**config.mk**
```make
export PLATFORM = sky130hd
export DESIGN_NAME = gray_up_down_counter
export DESIGN_NICKNAME = d
export VERILOG_FILES = /design/src/rtl/gray_up_down_counter.sv
export SDC_FILE = /design/constraint.sdc
export NUM_CORES = 1
export LEC_CHECK = 0
export ABC_CLOCK_PERIOD_IN_PS = 4300
export BUFFER_PORTS_ARGS = -buffer_cell sky130_fd_sc_hd__clkbuf_2
export CAP_MARGIN = 20
export CORE_AREA = 2 2 39 41
export CTS_BUF_LIST = sky130_fd_sc_hd__clkbuf_2
export DETAILED_ROUTE_END_ITERATION = 7
export DIE_AREA = 0 0 41 43
export PLACE_DENSITY = 0.69
export SLEW_MARGIN = 20
export SYNTH_ARGS = -nofsm -noshare
export SYNTH_HDL_FRONTEND = slang
export SYNTH_SLANG_ARGS = --single-unit
```
**constraint.sdc**
```tcl
create_clock -name clk -period 4.3 [get_ports clk]
set_input_delay 1.29 -clock clk [delete_from_list [all_inputs] [get_ports clk]]
set_output_delay 1.29 -clock clk [all_outputs]
set_load 0.02 [all_outputs]
```
**src/rtl/gray_up_down_counter.sv**
```systemverilog
// gray_up_down_counter: registered up/down binary count presented as Gray code, with load, wrap/saturate and terminal-count pulse
module gray_up_down_counter #(
   parameter int WIDTH = 4,
   parameter bit WRAP  = 1'b1
) (
   input  logic             clk,
   input  logic             rst,
   input  logic             en,
   input  logic             up,
   input  logic             load,
   input  logic [WIDTH-1:0] load_gray,
   output logic [WIDTH-1:0] gray_out,
   output logic [WIDTH-1:0] bin_out,
   output logic             tc,
   output logic             sat
);
   localparam logic [WIDTH-1:0] ONES = '1;
   logic [WIDTH-1:0] load_bin, step, bin_next;
   logic at_limit, arrive, tc_next;
   // Each binary bit is the XOR of all Gray bits at or above it.
   for (genvar i = 0; i < WIDTH; i++) begin : g_dec
      assign load_bin[i] = ^load_gray[WIDTH-1:i];
   end
   always_comb begin
      at_limit = up ? bin_out == ONES : bin_out == '0;
      arrive   = up ? bin_out == ONES - 1'b1 : bin_out == WIDTH'(1);
      step     = up ? bin_out + 1'b1 : bin_out - 1'b1;
      bin_next = load ? load_bin : (en && (WRAP || !at_limit)) ? step : bin_out;
      tc_next  = !load && en && (WRAP ? at_limit : arrive);
   end
   always_ff @(posedge clk) begin
      if (rst) begin
         bin_out  <= '0;
         gray_out <= '0;
         tc       <= 1'b0;
      end else begin
         bin_out  <= bin_next;
         gray_out <= bin_next ^ (bin_next >> 1);
         tc       <= tc_next;
      end
   end
   assign sat = !WRAP && at_limit;
endmodule
```
==> qor.yml, run 1 <==
grt_max_degree: 12
port_buffers: 17
clock_latency_ns: 0.23
routedWlPerCell_um: 12.8
worstSetupPathType: "in2reg"
crit_path_start: "up"
worstHoldPathType: "reg2reg"
grt_pass1_vias: 466
required_ns: 4.42
fill_cells: 138
clk_pin_slew_ns: 0.08
vias: 511
whs_path_depth: 2
ys_types: 33
grt-ovfl-total: 0
p_seq_frac: 0.416
routed_wl_mm: 1.20
grt_setup_unrepaired: "false"
finalHoldViolations: 0
ctsRootBufferMaster: "clkbuf_2"
p_int_mw: 0.138
rows: 14
grt_pass1_wl_mm: 1.98
yosysSeqAreaShare: 0.285
static-leakage-power_nw: 0.326
ir_drop_v: 0.0000899
clock_sink_count: 8
setup_tns_ns: 0
regToRegEndpoint: "gray_out[2]$_SDFF_PP0_"
status: "complete, no violations"
r2r_start: "bin_out[0]$_SDFF_PP0_"
slew_violations: 0
setup_viol: 0
vias_per_cell: 5.44
netlist.area_leader.share: 0.285
crit_arrival_ns: 2.82
antenna_found_initial: 0
critPathLaunchType: "input port"
die_h_um: 43
synthTopCellsByArea: "dfxtp_1, xnor2_1, a211oi_1"
yosys.area.top_type: "dfxtp_1"
instances_no_fill: 94
antenna_cells: 0
yosys_warnings: 0
p_clk_frac: 0.201
placed_cell_area_um2: 641
rr_worst_depth: 6
cts_tree: "built"
period_share: 0.629
first_pass_iters: 4
track_usage: 0.168
synth-seq-cells: 8
post_cts_buffers: 0
syn_nets: 74
p_sw_mw: 0.0795
drt_iter0_markers: 10
drive_above_1_share: 0.295
synth_async_sr_flop_share: 0
hold_ws_ns: 0.682
syn-mean-instance-area_um2: 9.06
reg2reg_slack_ns: 2.28
cap_violations: 0
numCtsBuffers: 3
cts_max_path_buffers: 2
clock_skew_ns: 0.00740
synth_edf_count: 0
p_per_area_nw_per_um2: 332
yosys_most_used_dff: "dfxtp_1"
coreArea_um2: 1380
start_util: 0.406
antenna_left: 0
seq_area_um2: 160
ios: 19
htree_levels: 1
endpoint: "gray_out[2]$_SDFF_PP0_"
synth_commonest_cells: "dfxtp_1, inv_1, nor2_1"
area_growth_pct: 16.7
max_freq_mhz: 370
fin_area_um2: 656
place_inst: 91
switching_share: 0.365
post-dp-hpwl_um: 910
fin_nets: 92
cts-hold-fix-buffers: 0
end_kind: "register"
post-route-util: 0.474
post-route-min-period_ns: 2.70
gp_congestion: 0.728
multiInputGateArea_um2: 357
crit_fanout: 8
synthesis.area_um2: 562
cts_resized: 0
die_w_um: 41
comb_power_share: 0.383
dieArea_um2: 1760
synthCells: 62
synth.most_common_cell: "dfxtp_1"
drc: 0
## sequential cells by signal, indices dropped and copies added (netlist names)
register	flops
tc	1
bin_out	4
gray_out	3
## final cells by class
class,instances,share of cell area
inverters,5,0.0286
flip-flops and latches,8,0.244
clock buffers,3,0.0229
repair buffers,17,0.130
well taps,16,0.0305
multi-input cells,45,0.544
## power by group through the flow
stage	Sequential [mW]	Combinational [mW]	Clock, mW
after detailed placement	0.0921	0.0838	0
final	0.0905	0.0835	0.0439
after CTS	0.0904	0.0840	0.0456
after floorplan	0.101	0.0531	0
after global placement	0.0919	0.0822	0
after global routing	0.0921	0.0927	0.0500
## cells by family (layout without fill, tap and decap cells)
group,count (synthesis),in the layout,synth area share
mux,2,2,0.0468
other cells,1,1,0.00668
buf+inv,9,25,0.0802
flops,8,8,0.285
simple gates,18,18,0.200
fa+ha+maj,3,3,0.0802
compound gates,14,14,0.192
xor+xnor,7,7,0.109
## cells in the final DEF, fill, tap and decap left out, drive strengths merged
cell / netlist / routed
a211o: 1 / 1
a211oi: 4 / 4
mux2: 2 / 2
and3: 1 / 1
or4: 1 / 1
dfxtp: 8 / 8
a21oi: 2 / 2
a21o: 2 / 2
a22oi: 1 / 1
fa: 1 / 1
nand4: 1 / 1
ha: 2 / 2
a221o: 1 / 1
or4b: 1 / 1
nor3b: 1 / 1
xor2: 3 / 3
and2b: 1 / 1
and2: 2 / 2
o2bb2ai: 1 / 1
nand3b: 1 / 1
nor4bb: 1 / 1
clkbuf: 1 / 20
inv: 5 / 5
conb: 1 / 1
xnor2: 4 / 4
o2111a: 1 / 1
a31oi: 1 / 1
nor2: 5 / 5
nand2: 1 / 1
nand3: 2 / 2
## critical path: stages
cell and delay (ns):
clkbuf_2 0.17, inv_1 0.08, ha_1 0.36, xnor2_1 0.16
a211o_1 0.31, and3_1 0.19, mux2_4 0.26
## stage by stage
step,power (mW),setup WS (ns)
2_1_floorplan,0.154,1.60
3_3_place_gp,0.174,1.40
3_5_place_dp,0.176,1.36
4_1_cts,0.220,1.61
5_1_grt,0.235,1.52
6_report,0.218,1.60
## worst min-delay path by stage
stage | startpoint | to
5_1_grt | bin_out[1]$_SDFF_PP0_ | tc$_SDFF_PP0_
6_report | bin_out[1]$_SDFF_PP0_ | tc$_SDFF_PP0_
2_1_floorplan | bin_out[1]$_SDFF_PP0_ | tc$_SDFF_PP0_
3_3_place_gp | bin_out[1]$_SDFF_PP0_ | tc$_SDFF_PP0_
3_5_place_dp | bin_out[1]$_SDFF_PP0_ | tc$_SDFF_PP0_
4_1_cts | bin_out[1]$_SDFF_PP0_ | tc$_SDFF_PP0_
## metal layers
metal  GRT usage  up-vias  part of all wire
li1            -      255                 -
met1       0.203      237              0.46
met2       0.259       17              0.49
met3      0.0314        2             0.037
met4       0.100        0             0.012
met5           0        -                 0
Power figures use the tool's default switching activity.
==> run 2, diff against run 1 <==
--- a/config.mk
+++ b/config.mk
@@ -5,7 +5,8 @@
 export SDC_FILE = /design/constraint.sdc
 export NUM_CORES = 1
 export LEC_CHECK = 0
-export ABC_CLOCK_PERIOD_IN_PS = 4300
+export ABC_AREA = 1
+export ABC_CLOCK_PERIOD_IN_PS = 2670
 export BUFFER_PORTS_ARGS = -buffer_cell sky130_fd_sc_hd__clkbuf_2
 export CAP_MARGIN = 20
 export CORE_AREA = 2 2 39 41
==> constraint.sdc (replaced) <==
create_clock -name clk -period 2.67 [get_ports clk]
set_input_delay 0.801 -clock clk [delete_from_list [all_inputs] [get_ports clk]]
set_output_delay 0.801 -clock clk [all_outputs]
set_load 0.02 [all_outputs]
==> qor.yml, run 2 <==
grt_pass1_vias: 458
switching_share: 0.376
track_usage: 0.152
numCtsBuffers: 3
top_register: "bin_out"
first_pass_iters: 2
antenna_cells: 0
antenna_left: 0
r2r_start: "bin_out[0]$_SDFF_PP0_"
synth_async_sr_flop_share: 0
vias_per_cell: 4.50
cp_slowest_cell: "ha_1"
slew_violations: 0
crit_buf_inv: 2
synth-seq-cells: 8
critPathLaunchType: "input port"
routed_wl_mm: 1.03
grt_max_degree: 9
ys_types: 25
hp-start: "bin_out[2]$_SDFF_PP0_"
synth_commonest_cells: "nand2_1, inv_1, dfxtp_1"
synthesis.area_um2: 563
post-dp-hpwl_um: 854
crit_family: "simple AND/OR/NAND/NOR gates"
final_common_cell: "nand2_1"
yosys_warnings: 0
yosysSeqAreaShare: 0.284
hold_ws_ns: 0.630
synth.most_common_cell: "nand2_1"
cts_max_path_buffers: 2
netlist.area_leader.share: 0.284
status: "complete, no violations"
post-route-min-period_ns: 1.87
clock_sink_count: 8
p_clk_frac: 0.201
cp_slowest_stage_delay_ns: 0.31
crit_arrival_ns: 2.00
p_seq_frac: 0.423
yosys_most_used_dff: "dfxtp_1"
drt_iter0_markers: 8
syn-mean-instance-area_um2: 6.87
setup_viol: 0
post_cts_buffers: 0
crit_fanout: 4
instances_no_fill: 115
place_inst: 112
p_sw_mw: 0.127
setup_tns_ns: 0
cpMostUsedCell: "nand2_1"
htree_levels: 1
largestRegisters: "bin_out: 4 flops, gray_out: 3 flops, tc: 1 flops"
static-leakage-power_nw: 0.376
cts_tree: "built"
synth_edf_count: 0
largest_reg_flops: 4
rr_worst_depth: 10
worstSetupPathType: "in2reg"
ctsRootBufferMaster: "clkbuf_2"
end_kind: "register"
start_util: 0.407
reg2reg_slack_ns: 1.02
coreArea_um2: 1380
clock_skew_ns: 0.00214
cts-hold-fix-buffers: 0
ir_drop_v: 0.000330
finalHoldViolations: 0
antenna_found_initial: 0
synthTopCellsByArea: "dfxtp_1, nand2_1, inv_1"
synthCells: 82
cts_resized: 0
grt_pass1_wl_mm: 1.79
min_to: "tc$_SDFF_PP0_"
dieArea_um2: 1760
drive_above_1_share: 0.303
grt-ovfl-total: 0
drc: 0
p_per_area_nw_per_um2: 513
fin_nets: 113
cap_violations: 0
required_ns: 2.80
die_w_um: 41
routedWlPerCell_um: 8.99
port_buffers: 17
clock_latency_ns: 0.23
power_mw: 0.339
period_share: 0.702
grt_setup_unrepaired: "false"
vias: 518
final_cell_mix: "nand2_1, clkbuf_2, inv_1"
p_int_mw: 0.211
cp_cell_sequence: "clkbuf_2 -> inv_2 -> ha_1 -> or2_1 -> nand2_1 -> nand2_1 -> nand3_1 -> nand2_1 -> nand2_1 -> nand2_1 -> nand2_1 -> nor2_1"
yosys.area.top_type: "dfxtp_1"
area_growth_pct: 17.3
clk_pin_slew_ns: 0.07
die_h_um: 43
max_freq_mhz: 534
whs_path_depth: 2
worstHoldPathType: "reg2reg"
comb_power_share: 0.376
rows: 14
gp_congestion: 0.732
regToRegEndpoint: "gray_out[1]$_SDFF_PP0_"
syn_nets: 94
ios: 19
==> run 2: logic make-up after synthesis <==
| kind of cell | synth area share |
|---|---|
| xor+xnor | 0.0600 |
| buf+inv | 0.133 |
| flops | 0.284 |
| fa+ha+maj | 0.0800 |
| other cells | 0.00666 |
| compound gates | 0.102 |
| simple gates | 0.333 |
==> run 2: power by group through the flow <==
stage	clock [mW]	sequential (mW)	combinational [mW]
3_3_place_gp	0	0.146	0.127
6_report	0.0681	0.143	0.127
3_5_place_dp	0	0.146	0.128
4_1_cts	0.0732	0.143	0.129
5_1_grt	0.0808	0.145	0.146
2_1_floorplan	0	0.161	0.0787
==> run 2: through the flow <==
| step | util | instance area (µm²) | setup slack [ns] |
|---|---|---|---|
| finish | 0.477 | 661 | 0.797 |
| global route | 0.477 | 661 | 0.690 |
| CTS | 0.477 | 661 | 0.803 |
| detailed placement | 0.467 | 646 | 0.548 |
| global placement | 0.467 | 646 | 0.583 |
| floorplan | - | 563 | 0.811 |
==> run 2: tightest hold or removal path: stages, from the launching register on <==
cell and delay (ns):
dfxtp_1 0.36, a41oi_1 0.17, nor4_1 0.06
==> run 2: layout make-up <==
class / count / area [µm²]
repair buffers: 17 / 85.1
multi-input cells: 57 / 328
well taps: 16 / 20.0
fillers: 151 / 723
inverters: 14 / 52.6
flip-flops and latches: 8 / 160
clock buffers: 3 / 15.0
==> run 2: layer usage <==
layer | wire [µm] | up-vias | global-route usage
met5 | 0 | - | 0
met4 | 0 | 0 | 0.0400
met3 | 53 | 0 | 0.0785
met2 | 507 | 15 | 0.241
met1 | 474 | 218 | 0.172
li1 | - | 285 | -
==> run 2: worst max path at each step <==
stage / from / endpoint / slack [ns] / cells past startpoint
final: up / gray_out[2]$_SDFF_PP0_ / 0.80 / 12
after global routing: up / gray_out[2]$_SDFF_PP0_ / 0.69 / 12
after CTS: up / gray_out[2]$_SDFF_PP0_ / 0.80 / 12
after detailed placement: up / gray_out[2]$_SDFF_PP0_ / 0.55 / 12
after global placement: up / gray_out[2]$_SDFF_PP0_ / 0.58 / 12
after floorplan: up / gray_out[2]$_SDFF_PP0_ / 0.81 / 11
